--- config.mk ---
export PLATFORM = sky130hd
export DESIGN_NAME = udp_link_monitor
export DESIGN_NICKNAME = d
export VERILOG_FILES = /design/src/rtl/udp_link_monitor.sv
export SDC_FILE = /design/constraint.sdc
export NUM_CORES = 1
export LEC_CHECK = 0
export BUFFER_PORTS_ARGS = -buffer_cell sky130_fd_sc_hd__buf_2
export CAP_MARGIN = 20
export CELL_PAD_IN_SITES_DETAIL_PLACEMENT = 1
export CELL_PAD_IN_SITES_GLOBAL_PLACEMENT = 2
export CORE_MARGIN = 1.5
export CORE_UTILIZATION = 30
export DETAILED_ROUTE_END_ITERATION = 10
export PLACE_DENSITY = 0.72
export SLEW_MARGIN = 5
export SYNTH_ARGS = -nofsm -noshare
export SYNTH_HDL_FRONTEND = slang
export SYNTH_SLANG_ARGS = --single-unit
--- constraint.sdc ---
create_clock -name i_clk -period 2.95 [get_ports i_clk]
set_clock_uncertainty 0.05 [all_clocks]
set_input_delay 0.4425 -clock i_clk [delete_from_list [all_inputs] [get_ports i_clk]]
set_output_delay 0.4425 -clock i_clk [all_outputs]
set_load 0.01 [all_outputs]
--- src/rtl/udp_link_monitor.sv ---
// udp_link_monitor
// Parses "FO"+command UDP payloads from the RX demux, tracks the user-link
// state and the connected host, and drops the link after a keep-alive timeout.
module udp_link_monitor #(
  parameter int CLK_FREQ_MHZ     = 100,
  parameter int LINK_TIMEOUT_SEC = 5,
  // Tier sizes of the timeout chain (us per ms, ms per s); 1000 for real time.
  parameter int US_PER_MS        = 1000,
  parameter int MS_PER_SEC       = 1000
) (
  input  logic        i_clk,
  input  logic        i_rst_n,
  input  logic        i_rx_valid,
  input  logic [7:0]  i_rx_data,
  input  logic        i_rx_sof,
  input  logic        i_rx_eof,
  input  logic [31:0] i_rx_src_ip,
  input  logic [15:0] i_rx_src_port,
  output logic        o_userlink_state,
  output logic [31:0] o_host_ip,
  output logic [15:0] o_host_port,
  output logic        o_disc_req,
  output logic        o_link_lost
);

  localparam logic [7:0] MAGIC0     = 8'h46;
  localparam logic [7:0] MAGIC1     = 8'h4F;
  localparam logic [7:0] CMD_DISC   = 8'h01;
  localparam logic [7:0] CMD_CONN   = 8'h02;
  localparam logic [7:0] CMD_DCONN  = 8'h03;
  localparam logic [7:0] PRESC_LAST = 8'(CLK_FREQ_MHZ - 1);
  localparam logic [9:0] US_LAST    = 10'(US_PER_MS - 1);
  localparam logic [9:0] MS_LAST    = 10'(MS_PER_SEC - 1);
  localparam logic [7:0] SEC_LAST   = 8'(LINK_TIMEOUT_SEC - 1);

  typedef enum logic [2:0] {
    ST_IDLE, ST_MAG1, ST_CMD, ST_WAIT, ST_DROP
  } state_t;

  state_t      state_reg, state_next;
  logic [7:0]  cmd_reg;
  logic [31:0] src_ip_reg;
  logic [15:0] src_port_reg;
  logic        commit;
  logic [7:0]  commit_cmd;

  logic        link_reg;
  logic [31:0] host_ip_reg;
  logic [15:0] host_port_reg;
  logic        disc_reg;
  logic        lost_reg;

  logic [7:0]  presc_reg;
  logic [9:0]  us_reg;
  logic [9:0]  ms_reg;
  logic [7:0]  sec_reg;

  logic host_match, is_disc, is_connect, is_disconnect, is_keepalive, refresh;
  logic tick_us, tick_ms, tick_sec, expire;

  // Parser state register
  always_ff @(posedge i_clk or negedge i_rst_n) begin
    if (!i_rst_n) state_reg <= ST_IDLE;
    else          state_reg <= state_next;
  end

  // Parser next state; a sof beat always restarts parsing from that byte
  always_comb begin
    state_next = state_reg;
    if (i_rx_valid) begin
      if (i_rx_sof) begin
        if (i_rx_eof)                state_next = ST_IDLE;
        else if (i_rx_data == MAGIC0) state_next = ST_MAG1;
        else                          state_next = ST_DROP;
      end else begin
        case (state_reg)
          ST_IDLE: state_next = ST_IDLE;
          ST_MAG1: begin
            if (i_rx_eof)                 state_next = ST_IDLE;
            else if (i_rx_data == MAGIC1) state_next = ST_CMD;
            else                          state_next = ST_DROP;
          end
          ST_CMD:  state_next = i_rx_eof ? ST_IDLE : ST_WAIT;
          ST_WAIT: if (i_rx_eof) state_next = ST_IDLE;
          ST_DROP: if (i_rx_eof) state_next = ST_IDLE;
          default: state_next = ST_IDLE;
        endcase
      end
    end
  end

  // Parser outputs: commit on a non-sof eof in CMD (command is this byte) or WAIT
  always_comb begin
    commit     = 1'b0;
    commit_cmd = cmd_reg;
    if (i_rx_valid && !i_rx_sof && i_rx_eof) begin
      if (state_reg == ST_CMD) begin
        commit     = 1'b1;
        commit_cmd = i_rx_data;
      end else if (state_reg == ST_WAIT) begin
        commit = 1'b1;
      end
    end
  end

  // Capture the frame source at sof and the command byte in CMD
  always_ff @(posedge i_clk or negedge i_rst_n) begin
    if (!i_rst_n) begin
      cmd_reg      <= '0;
      src_ip_reg   <= '0;
      src_port_reg <= '0;
    end else if (i_rx_valid) begin
      if (i_rx_sof) begin
        src_ip_reg   <= i_rx_src_ip;
        src_port_reg <= i_rx_src_port;
      end else if (state_reg == ST_CMD) begin
        cmd_reg <= i_rx_data;
      end
    end
  end

  assign host_match    = (src_ip_reg == host_ip_reg) && (src_port_reg == host_port_reg);
  assign is_disc       = commit && (commit_cmd == CMD_DISC);
  assign is_connect    = commit && (commit_cmd == CMD_CONN);
  assign is_disconnect = commit && (commit_cmd == CMD_DCONN) && link_reg && host_match;
  assign is_keepalive  = commit && (commit_cmd != CMD_DISC) && (commit_cmd != CMD_CONN) &&
                         (commit_cmd != CMD_DCONN) && link_reg && host_match;
  assign refresh       = is_connect || is_disconnect || is_keepalive;

  assign tick_us  = link_reg && (presc_reg == PRESC_LAST);
  assign tick_ms  = tick_us && (us_reg == US_LAST);
  assign tick_sec = tick_ms && (ms_reg == MS_LAST);
  assign expire   = tick_sec && (sec_reg == SEC_LAST);

  // Timeout chain: runs only while linked, cleared by any refresh or expiry
  always_ff @(posedge i_clk or negedge i_rst_n) begin
    if (!i_rst_n) begin
      presc_reg <= '0;
      us_reg    <= '0;
      ms_reg    <= '0;
      sec_reg   <= '0;
    end else if (!link_reg || refresh || expire) begin
      presc_reg <= '0;
      us_reg    <= '0;
      ms_reg    <= '0;
      sec_reg   <= '0;
    end else begin
      presc_reg <= tick_us ? 8'd0 : presc_reg + 8'd1;
      if (tick_ms)      us_reg <= '0;
      else if (tick_us) us_reg <= us_reg + 10'd1;
      if (tick_sec)     ms_reg <= '0;
      else if (tick_ms) ms_reg <= ms_reg + 10'd1;
      if (tick_sec)     sec_reg <= sec_reg + 8'd1;
    end
  end

  // Link state and host registers; a refresh takes priority over expiry
  always_ff @(posedge i_clk or negedge i_rst_n) begin
    if (!i_rst_n) begin
      link_reg      <= 1'b0;
      host_ip_reg   <= '0;
      host_port_reg <= '0;
      disc_reg      <= 1'b0;
      lost_reg      <= 1'b0;
    end else begin
      disc_reg <= is_disc;
      lost_reg <= 1'b0;
      if (is_connect) begin
        link_reg      <= 1'b1;
        host_ip_reg   <= src_ip_reg;
        host_port_reg <= src_port_reg;
      end else if (is_disconnect) begin
        link_reg <= 1'b0;
      end else if (!is_keepalive && expire) begin
        link_reg <= 1'b0;
        lost_reg <= 1'b1;
      end
    end
  end

  assign o_userlink_state = link_reg;
  assign o_host_ip        = host_ip_reg;
  assign o_host_port      = host_port_reg;
  assign o_disc_req       = disc_reg;
  assign o_link_lost      = lost_reg;

endmodule

======== After elaboration in Yosys (flattened, before gate mapping) ========
Cells that the tools add are included.
word-level totals
  output and inout bits ................... 51
  word-level logic and storage cells ...... 99
  register bits after elaboration ......... 146
  input port bits ......................... 61
operators by class
  equality and inequality tests ........... 19
  bitwise gates (word level) .............. 1
  muxes and demuxes ....................... 29
  reduce and logical (&&, ||, !) cells .... 33
  $add $sub $neg .......................... 4
operators with widths
  operator                                                                  count
  10-bit 2-to-1 mux                                                         6
  8-bit 2-to-1 mux                                                          6
  32-bit equality test                                                      1
  8-bit by 7-bit equality test with 1-bit output (second input constant)    3
  10-bit by 1-bit adder with 10-bit output (second input constant)          2
  10-bit equality test (second input constant)                              2
  1-bit logical AND                                                         18
  3-bit 2-to-1 mux                                                          6
  8-bit by 1-bit adder with 8-bit output (second input constant)            2
  16-bit equality test                                                      1
  8-bit by 2-bit equality test with 1-bit output (second input constant)    2
  8-bit by 2-bit inequality test with 1-bit output (second input constant)  2
  1-bit 2-to-1 mux                                                          9
  3-bit case mux with 3 select lines                                        1
  3-bit nonzero test                                                        3
  8-bit by 1-bit equality test with 1-bit output (second input constant)    1
  8-bit by 3-bit equality test with 1-bit output (second input constant)    1
  8-bit by 1-bit inequality test with 1-bit output (second input constant)  1
  3-bit by 2-bit equality test with 1-bit output (second input constant)    2
  2-bit AND reduction                                                       3
  1-bit logical OR                                                          4
  3-bit by 1-bit equality test with 1-bit output (second input constant)    1
  3-bit equality test (second input constant)                               1
  1-bit logical NOT                                                         3
  5 further kinds                                                           5

======== Longest topological paths before layout ========
Gate-level depths: netlist of run 1.
  word-level depth ........................ 15
  depth in mapped cells ................... 9
  gate-level depth less buffers ........... 8

======== Worst setup path before layout of run 1 ========
Ideal clock, no wire load.
  path type ............................... input-to-reg
  start point ............................. input i_rx_sof
  end point ............................... register host_ip_reg[0] (netlist: o_host_ip[0])
  data required time ...................... 2.775 ns
  setup time .............................. 0.125 ns
  data arrival time ....................... 2.234 ns
  setup slack ............................. 0.541 ns
  stages on the path ...................... 8
  cell sequence ........................... clkbuf_1 > nor2_1 > nand4_2 > mux2_2 > nor3b_1 > buf_2 > buf_2 > mux2_2
on the way
  cells in the longest elaborated chain, start to end .. 6
  elaborated cells between the ends (all ways) .. 7
RTL lines
  what                                            RTL line  source
  from (decl)                                     15        input logic i_rx_sof,
  1-bit logical NOT (*)                           96        if (i_rx_valid && !i_rx_sof && i_rx_eof) begin
  1-bit logical AND (*) (2 in series)             96
  8-bit 2-to-1 mux                                96
  8-bit by 2-bit equality test with 1-bit output  124       assign is_connect = commit && (commit_cmd == CMD_CONN);
  1-bit logical AND (*)                           124
  to (signal assigned)                            170       host_ip_reg <= src_ip_reg;
  to (decl)                                       48        logic [31:0] host_ip_reg;
Every way passes the cells marked *; elsewhere a longest branch is shown, timed or not.
A chain may end at the register's enable or synchronous reset.

======== Final worst setup path of run 1 ========
  start point ............................. register us_reg[0]
  end point ............................... register link_reg (netlist: o_userlink_state)
on the way
  cells in the longest elaborated chain, start to end .. 6
RTL lines
  what                                 RTL line  source
  from (decl)                          54        logic [9:0] us_reg;
  from (signal assigned)               150       else if (tick_us) us_reg <= us_reg + 10'd1;
  10-bit equality test                 131       assign tick_ms = tick_us && (us_reg == US_LAST);
  1-bit logical AND                    131
  1-bit logical AND                    132       assign tick_sec = tick_ms && (ms_reg == MS_LAST);
  1-bit logical AND                    133       assign expire = tick_sec && (sec_reg == SEC_LAST);
  1-bit logical AND                    174       end else if (!is_keepalive && expire) begin
  3-bit nonzero test (no source line)  n/a
  to (signal assigned)                 169       link_reg <= 1'b1;
  to (signal assigned)                 173       link_reg <= 1'b0;
  to (signal assigned)                 175       link_reg <= 1'b0;
  to (decl)                            47        logic link_reg;
No other way between the ends.

==> results of run 1 <==
[power breakdown]
group,internal (uW),leakage (uW),switching [uW]
clock network,1320,0.000308,969
registers,2100,0.00191,91.8
logic,179,0.00173,156
[through the flow]
stage	util, %	instances	hold WS (ps)	worst slack [ps]
3_5_place_dp	34.8	991	432	324
6_report	37.5	1023	65.0	358
5_1_grt	37.5	1023	137	126
3_3_place_gp	34.8	991	408	418
4_1_cts	37.5	1023	104	341
2_1_floorplan	-	604	96.9	541
[cell families (layout without fill, tap and decap cells)]
logic type / Yosys count / count (layout)
compound gates: 70 / 70
xor+xnor: 51 / 51
fa+ha+maj: 5 / 5
buf+inv: 37 / 171
flops: 146 / 146
mux: 102 / 102
simple gates: 193 / 193
[routing by layer]
metal	vias to the layer above	share of wire, %	track usage [%]	wire [um]
met5	-	0.14	0	25
met4	4	1.1	4.21	188
met3	22	6.9	6.33	1220
met2	96	50	27.1	8830
met1	2559	42	17.4	7280
li1	2399	-	-	-
[final timing paths]
kind                            startpoint                to  depth (start not counted)
max                              us_reg[0]  o_userlink_state                          8
min                                i_rst_n        cmd_reg[0]                          1
max reg2reg                      us_reg[0]  o_userlink_state                          8
min reg2reg                   presc_reg[0]      presc_reg[0]                          1
max in group asynchronous          i_rst_n    src_ip_reg[29]                          2
min in group i_clk         i_rx_src_ip[23]    src_ip_reg[23]                          2
[area by class of cell]
cell class	instances	share of cell area, %
Sequential cell	146	43.0
Multi-Input combinational cell	421	36.7
Timing Repair Buffer	123	8.11
Clock buffer	18	5.17
Tap cell	285	4.20
Clock inverter	14	2.12
Inverter	16	0.707
[placed cells by master, fill, tap and decap left out, types with 11 or more instances in the layout]
cell,count
a21oi_1,21
xor2_1,20
nand3_1,18
and3_1,11
mux2_2,100
nand4_1,14
clkbuf_16,17
xnor2_1,31
nor2_1,47
inv_1,16
buf_2,110
nor3_1,13
nand2_1,34
o21ai_0,20
dfrtp_1,146
==> results.yml, run 1 <==
critical_path:
  slowest_delay_ps: 570
  critical_path.top_delay_family: "simple AND/OR/NAND/NOR gates"
  r2r_slack_ps: 360
  end_kind: "register"
  start_kind: "register"
  crit_buf_inv: 0
  crit_slowest_cell: "or4_1"
  crit_arrival_ps: 2850
  cp_max_fo: 8
  path_cells: "ha_1 > nand2_1 > or4_1 > nor4_4 > nand2_2 > a211o_1 > a21oi_1 > o21bai_1"
  crit_type: "reg2reg"
  cp.required_ps: 3210
global_routing:
  grt_max_degree: 96
  gr-total-overflow: 0
  antenna_found_initial: 3
  grt_pass1_vias: 5597
  grt_usage_pct: 15.5
  grt_pass1_wl_um: 29000
pwr:
  irDropWorstVdd_mv: 0.421
  design_power_total_uw: 4810
  power.density_nw_per_um2: 566
  p_leak_uw: 0.00394
yosys:
  synth.top_cell.area_share_pct: 52.8
  synth_sequential_area_ratio_pct: 52.8
  synth-adder-area-share_pct: 0.904
  ys_ff_latch: 146
  yosysWarningCount: 0
  synth_simple_gate_area_share_pct: 14.9
  async_flop_share_pct: 100
  synthMuxAreaShare_pct: 16.6
  synth-xor-area-share_pct: 6.46
  synth_top_cell_by_area: "dfrtp_1"
  synth_ff_type: "dfrtp_1"
  synth_most_common_cell: "dfrtp_1"
  synth_compound_area_share_pct: 6.22
  synth_area_sq_um: 6920
  synth_top_family_by_area: "multiplexers"
  synth_commonest_cells: "146 x dfrtp_1, 100 x mux2_2, 47 x nor2_1"
  avgSynthCellArea_sq_um: 11.5
  synth_nets: 670
  syn_inst: 604
  synth_area_leaders: "dfrtp_1 53%, mux2_2 16%, xnor2_1 3.9%, nor2_1 2.6%, xor2_1 2.5%"
  synth_edf_count: 0
  ys_types: 54
final_layout:
  syn2layout_area_growth_pct: 22.9
  nFillCells: 2503
  nNetsFinal: 791
  drive_gt1_share_pct: 35.6
  fin_area_sq_um: 8500
  multi_input_area_sq_um: 3120
  regArea_sq_um: 3650
  antennaDiodeCount: 0
worst_hold_path:
  hold_class: "in2async"
placed_design:
  finalWeightedCongestion: 0.795
  io_buffers: 111
  dpl-instance-area_sq_um: 7880
  place_hpwl_um: 12600
clocking:
  postCtsSetupRepairBufs: 0
  clock_latency_ps: 430
  numCtsBuffers: 17
  ctsRootBufferMaster: "clkbuf_16"
  cts_sinks: 146
  cts_buffer_depth: 2
  cts.repair.resized: 0
  cts_tree: "done"
  postCtsHoldBufs: 0
  cts.reportedPaths.clkPinSlew_ps: 60
  htree_levels: 4
detailed_routing:
  ant_nets: 0
  via_count: 5080
  viasPerCell: 4.97
  drtIter0Drc: 220
  drt-total-wl_um: 17500
  wl_per_cell_um: 17.1
  drt_pass1_iterations: 4
  post-route-drc-count: 0
floorplanning:
  start_util_pct: 30.5
  io_pins: 112
  die_area_sq_um: 24000
  die_width_um: 155
  die_h_um: 155
  row_count: 55
  core_sq_um: 22600
status:
  status: "finished clean"
sta:
  rsz0062_at_grt: "false"
  relSlewSlack_pct: 38.3
  worst_pin_slew_ps: 925
  period_share_pct: 87.9
  setup-tns-final_ps: 0
  fin_crit_ps: 2590
  slew_viol_final: 0
  fmax_ghz: 0.386
  finalHoldViolations: 0
  setup_violations: 0
run:
  max_cap_viol_count: 0
No activity file was read; power rests on OpenSTA's default activity.
==> inputs of run 2 (changes only) <==
ABC_AREA = 1   (was default)
CORE_MARGIN = 1   (was 1.5)
PLACE_DENSITY = 0.78   (was 0.72)
==> run 2 against run 1 <==
Maximum frequency rose by 2.7%. Critical path type unchanged. Count of clock-buffer cells in the layout unchanged. Largest power group unchanged. Worst hold slack gained 120 ps. Critical endpoint is now o_host_ip[26]. Global-route usage up 3.3 points. Design area is 13% higher. Sequential share of layout area fell by 4.8 points. Wire length grew 35%.
==> results.yml, run 2 <==
status:
  status: "finished clean"
global_routing:
  grt_usage_pct: 18.8
  grt_max_degree: 70
  antenna_found_initial: 0
  gr-total-overflow: 0
  grt_pass1_vias: 7617
  grt_pass1_wl_um: 39500
clocking:
  ctsRootBufferMaster: "clkbuf_16"
  cts.repair.resized: 0
  postCtsSetupRepairBufs: 0
  clock_latency_ps: 440
  cts_buffer_depth: 2
  numCtsBuffers: 17
  cts_sinks: 146
  postCtsHoldBufs: 1
  htree_levels: 4
  cts_tree: "done"
  cts.reportedPaths.clkPinSlew_ps: 70
detailed_routing:
  viasPerCell: 4.78
  wl_per_cell_um: 15.7
  drt_pass1_iterations: 4
  ant_nets: 0
  drt-total-wl_um: 23800
  via_count: 7222
  post-route-drc-count: 0
  drtIter0Drc: 341
critical_path:
  crit_type: "reg2reg"
  cp_max_fo: 19
  crit_arrival_ps: 2760
  cp.required_ps: 3190
  crit_start: "state_reg[2]"
  end_kind: "register"
  reg2reg_from: "state_reg[2]"
  start_kind: "register"
run:
  max_cap_viol_count: 0
floorplanning:
  start_util_pct: 30.5
  die_area_sq_um: 27100
  core_sq_um: 26000
  die_h_um: 165
  die_width_um: 165
  io_pins: 112
  row_count: 59
yosys:
  async_flop_share_pct: 100
  synth_nets: 1111
  synth_top_cell_by_area: "dfrtp_1"
  synth_area_leaders: "dfrtp_1 46%, nand2_1 13%, nor2_1 6.2%, inv_1 5.9%, o21ai_0 3.7%"
  synth_sequential_area_ratio_pct: 46.1
  synth.top_cell.area_share_pct: 46.1
  synth_edf_count: 0
  synth_commonest_cells: "275 x nand2_1, 146 x dfrtp_1, 131 x nor2_1"
  synth_area_sq_um: 7930
  syn_inst: 1045
  ys_ff_latch: 146
  ys_types: 43
  avgSynthCellArea_sq_um: 7.58
  synth_most_common_cell: "nand2_1"
  yosysWarningCount: 0
  synth_ff_type: "dfrtp_1"
final_layout:
  layout_common_cells: "274 x nand2_1, 146 x dfrtp_1, 131 x nor2_1"
  syn2layout_area_growth_pct: 20.7
  drive_gt1_share_pct: 17.5
  nNetsFinal: 1230
  multi_input_area_sq_um: 3620
  layout_commonest_cell: "nand2_1"
  antennaDiodeCount: 0
  fin_util_pct: 36.8
  nFillCells: 3252
  regArea_sq_um: 3650
placed_design:
  finalWeightedCongestion: 0.793
  place_hpwl_um: 17900
  io_buffers: 111
sta:
  setup_violations: 0
  rsz0062_at_grt: "false"
  worst_pin_slew_ps: 687
  finalHoldViolations: 0
  period_share_pct: 85.5
  relSlewSlack_pct: 54.2
  fmax_ghz: 0.396
  fin_crit_ps: 2520
  whs_ps: 187
  slew_viol_final: 0
  setup-tns-final_ps: 0
pwr:
  p_leak_uw: 0.00478
  irDropWorstVdd_mv: 0.329
  power.density_nw_per_um2: 534
worst_hold_path:
  hold_class: "in2reg"
  min_from: "i_rx_src_ip[21]"
[run 2: changes by cell type after synthesis, moves of 10 or more]
cell / previous run / this run
nand2_1: 35 / 275
inv_1: 16 / 124
mux2_2: 100 / 11
nor2_1: 47 / 131
o21ai_0: 20 / 58
nand3_1: 18 / 55
nand4_1: 14 / 42
a21oi_1: 21 / 44
and3_1: 11 / 1
clkbuf_1: 10 / 20
xnor2_1: 31 / 21
[run 2: final timing paths]
check	endpoint	slack, ps	depth (start not counted)
worst min register to register	presc_reg[0]	430	1
worst min-delay path	src_ip_reg[21]	190	2
max in group asynchronous	o_host_ip[18]	1550	3
worst max-delay path	o_host_ip[26]	430	13
min in group asynchronous	o_link_lost	550	2
worst max register to register	o_host_ip[26]	430	13
[run 2: through the flow]
step | setup slack [ps] | instance area [sq um] | std cells | power [uW]
finish | 426 | 9570 | 1512 | 5110
global route | 142 | 9570 | 1512 | 5340
CTS | 401 | 9570 | 1512 | 5190
detailed placement | 355 | 8930 | 1479 | 2800
global placement | 395 | 8930 | 1479 | 2790
floorplan | 837 | 7930 | 1045 | 2560
[run 2: layer usage]
metal,track usage [%],vias to the layer above,part of all wire (%)
met5,0,-,0
met4,4.38,0,1.1
met3,4.07,19,3.3
met2,32.1,82,49
met1,24.1,3521,47
li1,-,3600,-
[run 2: worst max-delay path, stage by stage (launching register included)]
cell and delay [ps]:
dfrtp_1 390, inv_2 90, nand2_2 90, nor2_4 230
nand2_1 110, nand3_1 80, nand2_1 100, inv_1 80
nand2_1 50, nor2_1 150, nand3_2 170, buf_4 250
inv_1 380, o21ai_0 160
[run 2: cell families after synthesis]
kind of cell               share of synthesized area [%]
DFF                                                 46.1
adders and majority gates                          0.789
muxes                                               1.56
xor gates and xnor gates                            3.76
AOI/OAI and AO/OA                                   8.30
buffers and inverters                               8.43
and+or+nand+nor                                     31.1
[run 2: cell type report]
| type | count | area share (%) |
|---|---|---|
| clock inverters | 14 | 2.01 |
| flip-flops and latches | 146 | 38.2 |
| clock buffers | 18 | 4.59 |
| repair buffers | 134 | 7.83 |
| multi-input cells | 732 | 37.8 |
| inverters | 133 | 5.22 |
| well taps | 335 | 4.38 |
[run 2: power by group]
group | switching [uW] | internal, uW
Combinational | 352 | 206
Sequential | 82.4 | 2110
Clock | 971 | 1380
==> inputs of run 3 (changes only) <==
MAX_ROUTING_LAYER = met4   (was default)
REMOVE_ABC_BUFFERS = 1   (was default)
==> run 3 against run 2 <==
Combinational power down 3%. Register-to-register slack worse by 50 ps. Total power decreased by 3.0%. Maximum frequency shrank 2.0%. Cell count shrank 0.26%. Wire length decreased by 2.2%. Worst hold slack got worse by 5.5 ps. Critical path depth down 2. Setup slack got worse by 52 ps. Count of clock-buffer cells in the layout is the same. Die area did not move. Sequential cell count did not move. Critical path type unchanged. Critical endpoint is now ms_reg[4].
==> results.yml, run 3 (synthesis results as in run 2) <==
status:
  status: "finished clean"
sta:
  period_share_pct: 87.3
  fin_crit_ps: 2580
  rsz0062_at_grt: "false"
  finalHoldViolations: 0
  slew_viol_final: 0
  setup_violations: 0
  fmax_ghz: 0.388
  whs_ps: 182
  relSlewSlack_pct: 51.1
  worst_pin_slew_ps: 734
clocking:
  cts.repair.resized: 0
  ctsRootBufferMaster: "clkbuf_16"
  clock_latency_ps: 440
  cts_buffer_depth: 2
  cts_sinks: 146
  cts.reportedPaths.clkPinSlew_ps: 70
  htree_levels: 4
  numCtsBuffers: 17
  cts_tree: "done"
placed_design:
  dpl.cell_count: 1474
  io_buffers: 111
  dpl-instance-area_sq_um: 8900
  finalWeightedCongestion: 0.782
  place_hpwl_um: 17100
pwr:
  clockPowerShare_pct: 44.7
  irDropWorstVdd_mv: 0.302
  swShare_pct: 28.8
  combPwrFrac_pct: 11.0
  power.density_nw_per_um2: 521
  design_power_total_uw: 4960
  p_int_uw: 3530
  p_sw_uw: 1430
  p_leak_uw: 0.00474
  seqPwrFrac_pct: 44.3
critical_path:
  end_kind: "register"
  crit_slowest_cell: "dfrtp_1"
  r2r_slack_ps: 370
  cp.required_ps: 3220
  path_cells: "ha_1 > nand4_1 > nor3_1 > buf_4 > inv_2 > nor2_4 > inv_2 > nor3_4 > inv_2 > nand4_1 > nand2_1"
  start_kind: "register"
  slowest_delay_ps: 390
  crit_arrival_ps: 2850
  cp_max_fo: 18
  crit_type: "reg2reg"
  path_common_cell: "inv_2"
final_layout:
  fin_util_pct: 36.6
  layout_commonest_cell: "nand2_1"
  layout_common_cells: "274 x nand2_1, 146 x dfrtp_1, 131 x nor2_1"
  fin_area_sq_um: 9510
  multi_input_area_sq_um: 3620
  nNetsFinal: 1225
  drive_gt1_share_pct: 17.1
  nFillCells: 3256
  regArea_sq_um: 3650
  instances_no_fill: 1508
  syn2layout_area_growth_pct: 20.0
detailed_routing:
  drt-total-wl_um: 23200
  viasPerCell: 4.70
  post-route-drc-count: 0
  ant_nets: 0
  wl_per_cell_um: 15.4
  drtIter0Drc: 288
  drt_pass1_iterations: 5
  via_count: 7091
floorplanning:
  die_h_um: 165
  die_width_um: 165
  io_pins: 112
  die_area_sq_um: 27100
  start_util_pct: 30.5
  core_sq_um: 26000
  row_count: 59
global_routing:
  grt_pass1_wl_um: 38700
  grt_pass1_vias: 7457
  grt_max_degree: 67
  gr-total-overflow: 0
  antenna_found_initial: 1
  grt_usage_pct: 18.9
worst_hold_path:
  hold_class: "in2reg"
run:
  max_cap_viol_count: 0
-- run 3: cell count changes in the layout (fill, tap and decap cells not counted), moves of 2 or more --
cell,previous run,this run
inv_6,3,1
buf_4,21,15
bufinv_16,3,1
inv_8,3,8
-- run 3: final timing paths --
| check | startpoint | end | depth (start not counted) |
|---|---|---|---|
| worst max-delay path | presc_reg[0] | ms_reg[4] | 11 |
| worst min-delay path | i_rx_src_port[14] | src_port_reg[14] | 2 |
| worst max register to register | presc_reg[0] | ms_reg[4] | 11 |
| worst min register to register | presc_reg[0] | presc_reg[0] | 1 |
| max in group asynchronous | i_rst_n | state_reg[2] | 3 |
| min in group asynchronous | i_rst_n | cmd_reg[4] | 2 |
-- run 3: what timing repair did --
item,CTS,global route
setup buffers,0,0
hold buffers,1,0
endpoints found under the hold margin,8,0
endpoints found under the setup margin,0,0
-- run 3: per-layer routing --
layer | wire [um] | vias up | track usage, %
met4 | 140 | 0 | 3.38
met5 | 0 | - | -
met1 | 11200 | 3407 | 24.1
li1 | - | 3578 | -
met3 | 815 | 11 | 4.22
met2 | 11100 | 95 | 30.9
-- run 3: critical path, delay by kind of cell, from the launching register on --
kind | cells | cell delay, ps
DFF | 1 | 390
buffers and inverters | 4 | 690
adders and majority gates | 1 | 230
and+or+nand+nor | 6 | 1100
-- run 3: stage by stage --
stage | TNS, ps | setup slack, ps
after floorplan | -70290 | -1300
after global placement | 0 | 436
after detailed placement | 0 | 381
after CTS | 0 | 400
after global routing | 0 | 120
final | 0 | 374
-- run 3: layout make-up --
type                       instances  share of cell area (%)
tap                              335                    4.41
multi-input combinational        732                    38.0
sequential                       146                    38.4
clock inverter                    14                    1.71
antenna                            1                  0.0263
inverter                         133                    5.25
clock buffer                      18                    4.51
timing repair buffer             129                    7.62
-- run 3: power by group through the flow --
stage / clock network (uW) / registers [uW] / logic, uW
6_report: 2220 / 2200 / 543
5_1_grt: 2370 / 2210 / 633
3_5_place_dp: 0 / 2230 / 555
2_1_floorplan: 0 / 2210 / 342
3_3_place_gp: 0 / 2230 / 546
4_1_cts: 2280 / 2200 / 558
